**src/rtl/riscv_pkg.sv**
```systemverilog
// Shared RV32 pipeline definitions: word size, the canonical NOP and the fetch FSM states.
package riscv_pkg;

    parameter int unsigned XLEN = 32;

    // addi x0, x0, 0
    parameter logic [XLEN-1:0] NOP = 32'h0000_0013;

    typedef enum logic [1:0] {
        StIdle,
        StReq,
        StWait,
        StHold
    } fetch_state_e;

    // Sequential PC; wraps modulo 2^32.
    function automatic logic [XLEN-1:0] pc_plus4(input logic [XLEN-1:0] pc);
        return pc + 32'd4;
    endfunction

endpackage

```
**src/rtl/fetch_stage_if.sv**
```systemverilog
// Instruction-memory fetch bus: req/ready request channel plus rvalid/rdata response.
interface fetch_stage_if;
    import riscv_pkg::*;

    logic            imem_req;
    logic [XLEN-1:0] imem_addr;
    logic            imem_ready;
    logic            imem_rvalid;
    logic [XLEN-1:0] imem_rdata;

    modport master (
        output imem_req,
        output imem_addr,
        input  imem_ready,
        input  imem_rvalid,
        input  imem_rdata
    );

    modport slave (
        input  imem_req,
        input  imem_addr,
        output imem_ready,
        output imem_rvalid,
        output imem_rdata
    );

endinterface

```
**src/rtl/if_id_reg.sv**
```systemverilog
// IF/ID pipeline register. Flush beats stall; an idle cycle without capture leaves a bubble.
module if_id_reg
    import riscv_pkg::*;
(
    input  logic            clk,
    input  logic            rst,
    input  logic            flush_i,
    input  logic            stall_i,
    input  logic            capture_i,
    input  logic [XLEN-1:0] instr_i,
    input  logic [XLEN-1:0] pc_i,
    output logic [XLEN-1:0] instr_o,
    output logic [XLEN-1:0] pc_o,
    output logic [XLEN-1:0] pc_plus4_o,
    output logic            valid_o
);

    logic [XLEN-1:0] instr_q;
    logic [XLEN-1:0] pc_q;
    logic [XLEN-1:0] pc_plus4_q;
    logic            valid_q;

    // Register update in priority order: reset, flush, stall, capture, bubble.
    always_ff @(posedge clk or posedge rst) begin
        if (rst) begin
            instr_q    <= NOP;
            pc_q       <= '0;
            pc_plus4_q <= 32'd4;
            valid_q    <= 1'b0;
        end else if (flush_i) begin
            instr_q <= NOP;
            valid_q <= 1'b0;
        end else if (stall_i) begin
            instr_q    <= instr_q;
            pc_q       <= pc_q;
            pc_plus4_q <= pc_plus4_q;
            valid_q    <= valid_q;
        end else if (capture_i) begin
            instr_q    <= instr_i;
            pc_q       <= pc_i;
            pc_plus4_q <= pc_plus4(pc_i);
            valid_q    <= 1'b1;
        end else begin
            // Bubble: PC fields keep their last value and are meaningless while valid is low.
            instr_q <= NOP;
            valid_q <= 1'b0;
        end
    end

    assign instr_o    = instr_q;
    assign pc_o       = pc_q;
    assign pc_plus4_o = pc_plus4_q;
    assign valid_o    = valid_q;

endmodule

```
**src/rtl/fetch_stage.sv**
```systemverilog
// RV32 instruction fetch: owns PCF, runs one-outstanding fetches and feeds the IF/ID register.
module fetch_stage
    import riscv_pkg::*;
#(
    parameter logic [31:0] RESET_PC = 32'h0000_0000
) (
    input  logic                clk,
    input  logic                rst,
    fetch_stage_if.master       imem,
    input  logic                StallD,
    input  logic                FlushD,
    input  logic                PCSrcE,
    input  logic [XLEN-1:0]     PCTargetE,
    output logic [XLEN-1:0]     InstrD,
    output logic [XLEN-1:0]     PCD,
    output logic [XLEN-1:0]     PCPlus4D,
    output logic                ValidD
);

    fetch_state_e    state_q, state_d;
    logic [XLEN-1:0] pcf_q, pcf_d;
    logic            drop_q, drop_d;
    logic [XLEN-1:0] hold_q, hold_d;
    logic            req_q;
    logic [XLEN-1:0] addr_q;

    logic            accept;
    logic [XLEN-1:0] target;
    logic            capture;
    logic [XLEN-1:0] capture_instr;
    logic            unused_tgt_lsbs;

    assign target          = {PCTargetE[XLEN-1:2], 2'b00};
    assign unused_tgt_lsbs = ^PCTargetE[1:0];
    assign accept          = req_q && imem.imem_ready;

    // Next-state, PC and capture decisions for the fetch FSM.
    always_comb begin
        state_d       = state_q;
        pcf_d         = pcf_q;
        drop_d        = drop_q;
        hold_d        = hold_q;
        capture       = 1'b0;
        capture_instr = imem.imem_rdata;
        case (state_q)
            StIdle: begin
                // A stale response arriving here belongs to a fetch abandoned by reset.
                state_d = StReq;
            end
            StReq: begin
                if (accept) begin
                    state_d = StWait;
                    if (PCSrcE) begin
                        drop_d = 1'b1;
                        pcf_d  = target;
                    end
                end else if (PCSrcE) begin
                    pcf_d = target;
                end
            end
            StWait: begin
                if (imem.imem_rvalid) begin
                    if (drop_q || PCSrcE) begin
                        drop_d  = 1'b0;
                        state_d = StReq;
                        if (PCSrcE) begin
                            pcf_d = target;
                        end
                    end else if (FlushD) begin
                        // PCF untouched: the same PC is fetched again.
                        state_d = StReq;
                    end else if (StallD) begin
                        hold_d  = imem.imem_rdata;
                        state_d = StHold;
                    end else begin
                        capture = 1'b1;
                        pcf_d   = pc_plus4(pcf_q);
                        state_d = StReq;
                    end
                end else if (PCSrcE) begin
                    pcf_d  = target;
                    drop_d = 1'b1;
                end
            end
            StHold: begin
                if (PCSrcE || FlushD) begin
                    state_d = StReq;
                    if (PCSrcE) begin
                        pcf_d = target;
                    end
                end else if (!StallD) begin
                    capture       = 1'b1;
                    capture_instr = hold_q;
                    pcf_d         = pc_plus4(pcf_q);
                    state_d       = StReq;
                end
            end
            default: begin
                state_d = StIdle;
            end
        endcase
    end

    // FSM state plus registered request outputs derived from the next state.
    always_ff @(posedge clk or posedge rst) begin
        if (rst) begin
            state_q <= StIdle;
            pcf_q   <= RESET_PC;
            drop_q  <= 1'b0;
            hold_q  <= NOP;
            req_q   <= 1'b0;
            addr_q  <= RESET_PC;
        end else begin
            state_q <= state_d;
            pcf_q   <= pcf_d;
            drop_q  <= drop_d;
            hold_q  <= hold_d;
            req_q   <= (state_d == StReq);
            addr_q  <= pcf_d;
        end
    end

    assign imem.imem_req  = req_q;
    assign imem.imem_addr = addr_q;

    if_id_reg u_if_id_reg (
        .clk        (clk),
        .rst        (rst),
        .flush_i    (FlushD),
        .stall_i    (StallD),
        .capture_i  (capture),
        .instr_i    (capture_instr),
        .pc_i       (pcf_q),
        .instr_o    (InstrD),
        .pc_o       (PCD),
        .pc_plus4_o (PCPlus4D),
        .valid_o    (ValidD)
    );

endmodule

```
**src/flat_wrapper.sv**
```systemverilog
// flat-port wrapper written by rule: the top's interface ports become plain ports
module fetch_stage_flat import riscv_pkg::*;
#(
    parameter logic [31:0] RESET_PC = 32'h0000_0000
)
  (clk, rst, StallD, FlushD, PCSrcE, PCTargetE, InstrD, PCD, PCPlus4D, ValidD, imem_imem_req, imem_imem_addr, imem_imem_ready, imem_imem_rvalid, imem_imem_rdata);
  fetch_stage_if imem_i ();
  input  logic clk;
  input  logic rst;
  input  logic StallD;
  input  logic FlushD;
  input  logic PCSrcE;
  input  logic [XLEN-1:0] PCTargetE;
  output logic [XLEN-1:0] InstrD;
  output logic [XLEN-1:0] PCD;
  output logic [XLEN-1:0] PCPlus4D;
  output logic ValidD;
  output wire logic [$bits(imem_i.imem_req)-1:0] imem_imem_req;
  output wire logic [$bits(imem_i.imem_addr)-1:0] imem_imem_addr;
  input wire logic [$bits(imem_i.imem_ready)-1:0] imem_imem_ready;
  input wire logic [$bits(imem_i.imem_rvalid)-1:0] imem_imem_rvalid;
  input wire logic [$bits(imem_i.imem_rdata)-1:0] imem_imem_rdata;
  assign imem_imem_req = imem_i.imem_req;
  assign imem_imem_addr = imem_i.imem_addr;
  assign imem_i.imem_ready = imem_imem_ready;
  assign imem_i.imem_rvalid = imem_imem_rvalid;
  assign imem_i.imem_rdata = imem_imem_rdata;
  fetch_stage #(.RESET_PC(RESET_PC)) u_core (.clk(clk), .rst(rst), .imem(imem_i), .StallD(StallD), .FlushD(FlushD), .PCSrcE(PCSrcE), .PCTargetE(PCTargetE), .InstrD(InstrD), .PCD(PCD), .PCPlus4D(PCPlus4D), .ValidD(ValidD));
endmodule
```
**config.mk**
```make
export PLATFORM = sky130hd
export DESIGN_NAME = fetch_stage_flat
export DESIGN_NICKNAME = d
export VERILOG_FILES = /design/src/rtl/riscv_pkg.sv /design/src/rtl/fetch_stage_if.sv /design/src/rtl/if_id_reg.sv /design/src/rtl/fetch_stage.sv /design/src/flat_wrapper.sv
export SDC_FILE = /design/constraint.sdc
export NUM_CORES = 1
export LEC_CHECK = 0
export ABC_CLOCK_PERIOD_IN_PS = 7000
export BUFFER_PORTS_ARGS = -buffer_cell sky130_fd_sc_hd__buf_2
export CAP_MARGIN = 20
export CORE_ASPECT_RATIO = 0.8
export CORE_UTILIZATION = 40
export DETAILED_ROUTE_END_ITERATION = 6
export PLACE_DENSITY_LB_ADDON = 0.12
export REMOVE_ABC_BUFFERS = 1
export SLEW_MARGIN = 10
export SYNTH_ARGS = -nofsm -noshare
export SYNTH_HDL_FRONTEND = slang
export SYNTH_SLANG_ARGS = --single-unit
```
**constraint.sdc**
```tcl
create_clock -name clk -period 7 [get_ports clk]
set_clock_uncertainty 0.2 [all_clocks]
set_input_delay 0.7 -clock clk [delete_from_list [all_inputs] [get_ports clk]]
set_output_delay 0.7 -clock clk [all_outputs]
set_load 0.02 [all_outputs]
```
==> flow_summary.toml <==
[clock_tree]
cts_num_sinks = 163
clock_tree.buffer_depth = 2
h-tree-depth = 4
cts_buffers = 17
hold_buffers = 0
cts_root_buf = "clkbuf_16"
post_cts_buffers = 0
cts_resized = 0
clk_latency_ns = 0.43
cts_tree = "built"
clk_pin_slew_ns = 0.07

[cells_and_area]
drive_gt1_share_pct = 28.6
final_cell_mix = "buf_2, nand2_1, dfrtp_1"
syn_to_final_growth_pct = 22.5
final_common_cell = "buf_2"
fin_nets = 1089
n_antenna_cell = 0
utilization_pct = 49.9

[synthesis]
yosysUniqueCellTypes = 60
synth_edf_count = 0
synth_area_leaders = "dfrtp_1, nand2_1, o21ai_0, mux2_2, mux2i_1"
synth.yosys.seq_area_share_pct = 50.8
synthCells = 854
ys.flop_type = "dfrtp_1"
yosysWarnings = 0
async_flop_share_pct = 100
post_synth.cell_area_avg_um2 = 9.43
synthDominantCellAreaShare_pct = 48.5
yosys.area.top_type = "dfrtp_1"
synth_area_um2 = 8050
ys_seq_elements = 163

[drt]
dr.pass1.iters = 7
top_layer_used = "met4"
vias = 6766
drt_iter0_markers = 423
ant_nets = 0
wl_met2_mm = 9.87
drt-total-wl_mm = 22.1
wl_per_cell_um = 17.1
met3_length_mm = 1.51
drcViolationCount = 0
vias_per_cell = 5.23
wl_met1_mm = 10.5

[sta]
worst_pin_slew_ns = 1.11
rsz0062_at_grt = "no"
finalSetupViolCount = 0
fmax_mhz = 303
hold_violations = 0
fin_crit_sh_pct = 47.1
final.setup.tns_ns = 0
slew_violations = 0
slew-limit-headroom_pct = 25.7
worst_slack_ns = 3.70
period_needed_ns = 3.30

[worst_hold_path]
hp-class = "in2async"

[placed_design]
gp_congestion = 0.815
numPortBuffers = 198
post-place-ws_ns = 3.36
post-dp-hpwl_mm = 14.6

[critical_path]
cpPeakStageDelay_ns = 0.83
cp_cell_sequence = "nor3b_1 -> o2111ai_4 -> buf_4 -> a21oi_1 -> o21ai_0 -> o311ai_0"
cp.required_ns = 7.06
worstPathMaxFanout = 97
crit_path_top_delay_cell = "o2111ai_4"
crit_type = "reg2reg"
startpoint = "u_core.state_q[0]"
r2r-end = "u_core.pcf_q[9]"
crit_cells = 6
crit_family = "compound AO/OA/AOI/OAI gates"
cp-end-kind = "flip-flop"
arrival_ns = 3.36
crit_end = "u_core.pcf_q[9]"
rrSetupSlack_ns = 3.70
crit_path_start_kind = "flip-flop"
worst-path-buf-inv = 1
r2r_start = "u_core.state_q[0]"
ff2ff_path_depth = 6

[global_routing]
grt_pass1_vias = 6366
antenna_found_initial = 0
grt_pass1_wl_mm = 35.6
grt_usage_pct = 22.1
grt_max_degree = 98
gr-total-overflow = 0

[power]
leakage_nw = 5.00
power_density_nw_per_um2 = 387
vdd_drop_max_mv = 0.191

[floorplan]
start_util_pct = 40.8
fp.dieH_um = 129
rows = 46
die_area_um2 = 20700
die_w_um = 161
core_area_um2 = 19700
pin_count = 201

[job]
drv_cap = 0

[outcome]
outcome = "completed"
-- per-layer routing --
layer,global-route usage (%),up-vias
met5,0,-
li1,-,3317
met2,33.1,180
met4,5.77,0
met1,30.9,3248
met3,6.77,21
-- synth_stat cells (all sizes together) (3+ instances only) --
cell type and instances:
buf 15, a2bb2oi 4, o211ai 3, o221ai 3, and2 5, nand3 19, o21ai 99, a22oi 11
inv 14, nor3b 3, a32oi 4, and4 5, a21oi 20, o311ai 5, a21o 4, nand2 187
nand4 14, xnor2 15, mux2i 34, or4 5, clkbuf 50, o31ai 5, dfstp 7, a211oi 4
nor3 15, dfrtp 156, xor2 14, mux2 34, a31oi 7, nor4 9, nor2b 6, and3 11
nand2b 9, nor2 31
-- power breakdown --
part	total (mW)	switching, mW	internal, mW
clock network	1.01	0.423	0.583
registers	1.53	0.323	1.21
logic	1.28	0.805	0.474
-- worst min path at each step --
stage,from,cells after the start,endpoint
after CTS,u_core.u_if_id_reg.pc_o[22],2,u_core.u_if_id_reg.pc_o[22]
final,rst,2,u_core.u_if_id_reg.pc_o[1]
after detailed placement,u_core.u_if_id_reg.pc_o[5],2,u_core.u_if_id_reg.pc_o[5]
after global routing,u_core.u_if_id_reg.pc_o[25],2,u_core.u_if_id_reg.pc_o[25]
after global placement,u_core.u_if_id_reg.pc_o[12],2,u_core.u_if_id_reg.pc_o[12]
after floorplan,u_core.hold_q[0],2,u_core.u_if_id_reg.instr_o[0]
-- area by class of cell --
cell class | instances | area [um^2]
Clock buffer | 18 | 439
Clock inverter | 14 | 190
Fill cell | 1934 | 9880
Inverter | 15 | 61.3
Multi-Input combinational cell | 611 | 3680
Sequential cell | 163 | 4090
Tap cell | 264 | 330
Timing Repair Buffer | 209 | 1070
-- through the flow --
step                      total power, mW  hold WS, ns  std cells  area [um^2]
after CTS                            3.86        0.274       1294         9860
after global placement               2.82        0.254       1262         9230
after detailed placement             2.84        0.258       1262         9230
final                                3.82        0.237       1294         9860
after floorplan                      2.33        0.263        789         7790
after global routing                 4.06        0.290       1294         9860
-- cells by family (layout without fill, tap and decap cells) --
kind of cell,count (synthesis),count (layout),share of synthesized area [%]
and+or+nand+nor,325,325,18.7
AOI/OAI and AO/OA,188,188,14.3
DFF,163,163,50.8
buffers and inverters,80,256,3.90
muxes,68,68,8.99
xor gates and xnor gates,29,29,3.16
adders and majority gates,1,1,0.155
-- registers in the layout (all words and copies together) (netlist names) --
signal                         cells
u_core.pcf_q                      32
u_core.u_if_id_reg.pc_plus4_o     30
u_core.imem.imem_req               1
u_core.drop_q                      1
u_core.u_if_id_reg.valid_o         1
u_core.hold_q                     32
u_core.state_q                     2
u_core.u_if_id_reg.pc_o           32
u_core.u_if_id_reg.instr_o        32
No activity file was read; power rests on OpenSTA's default activity.
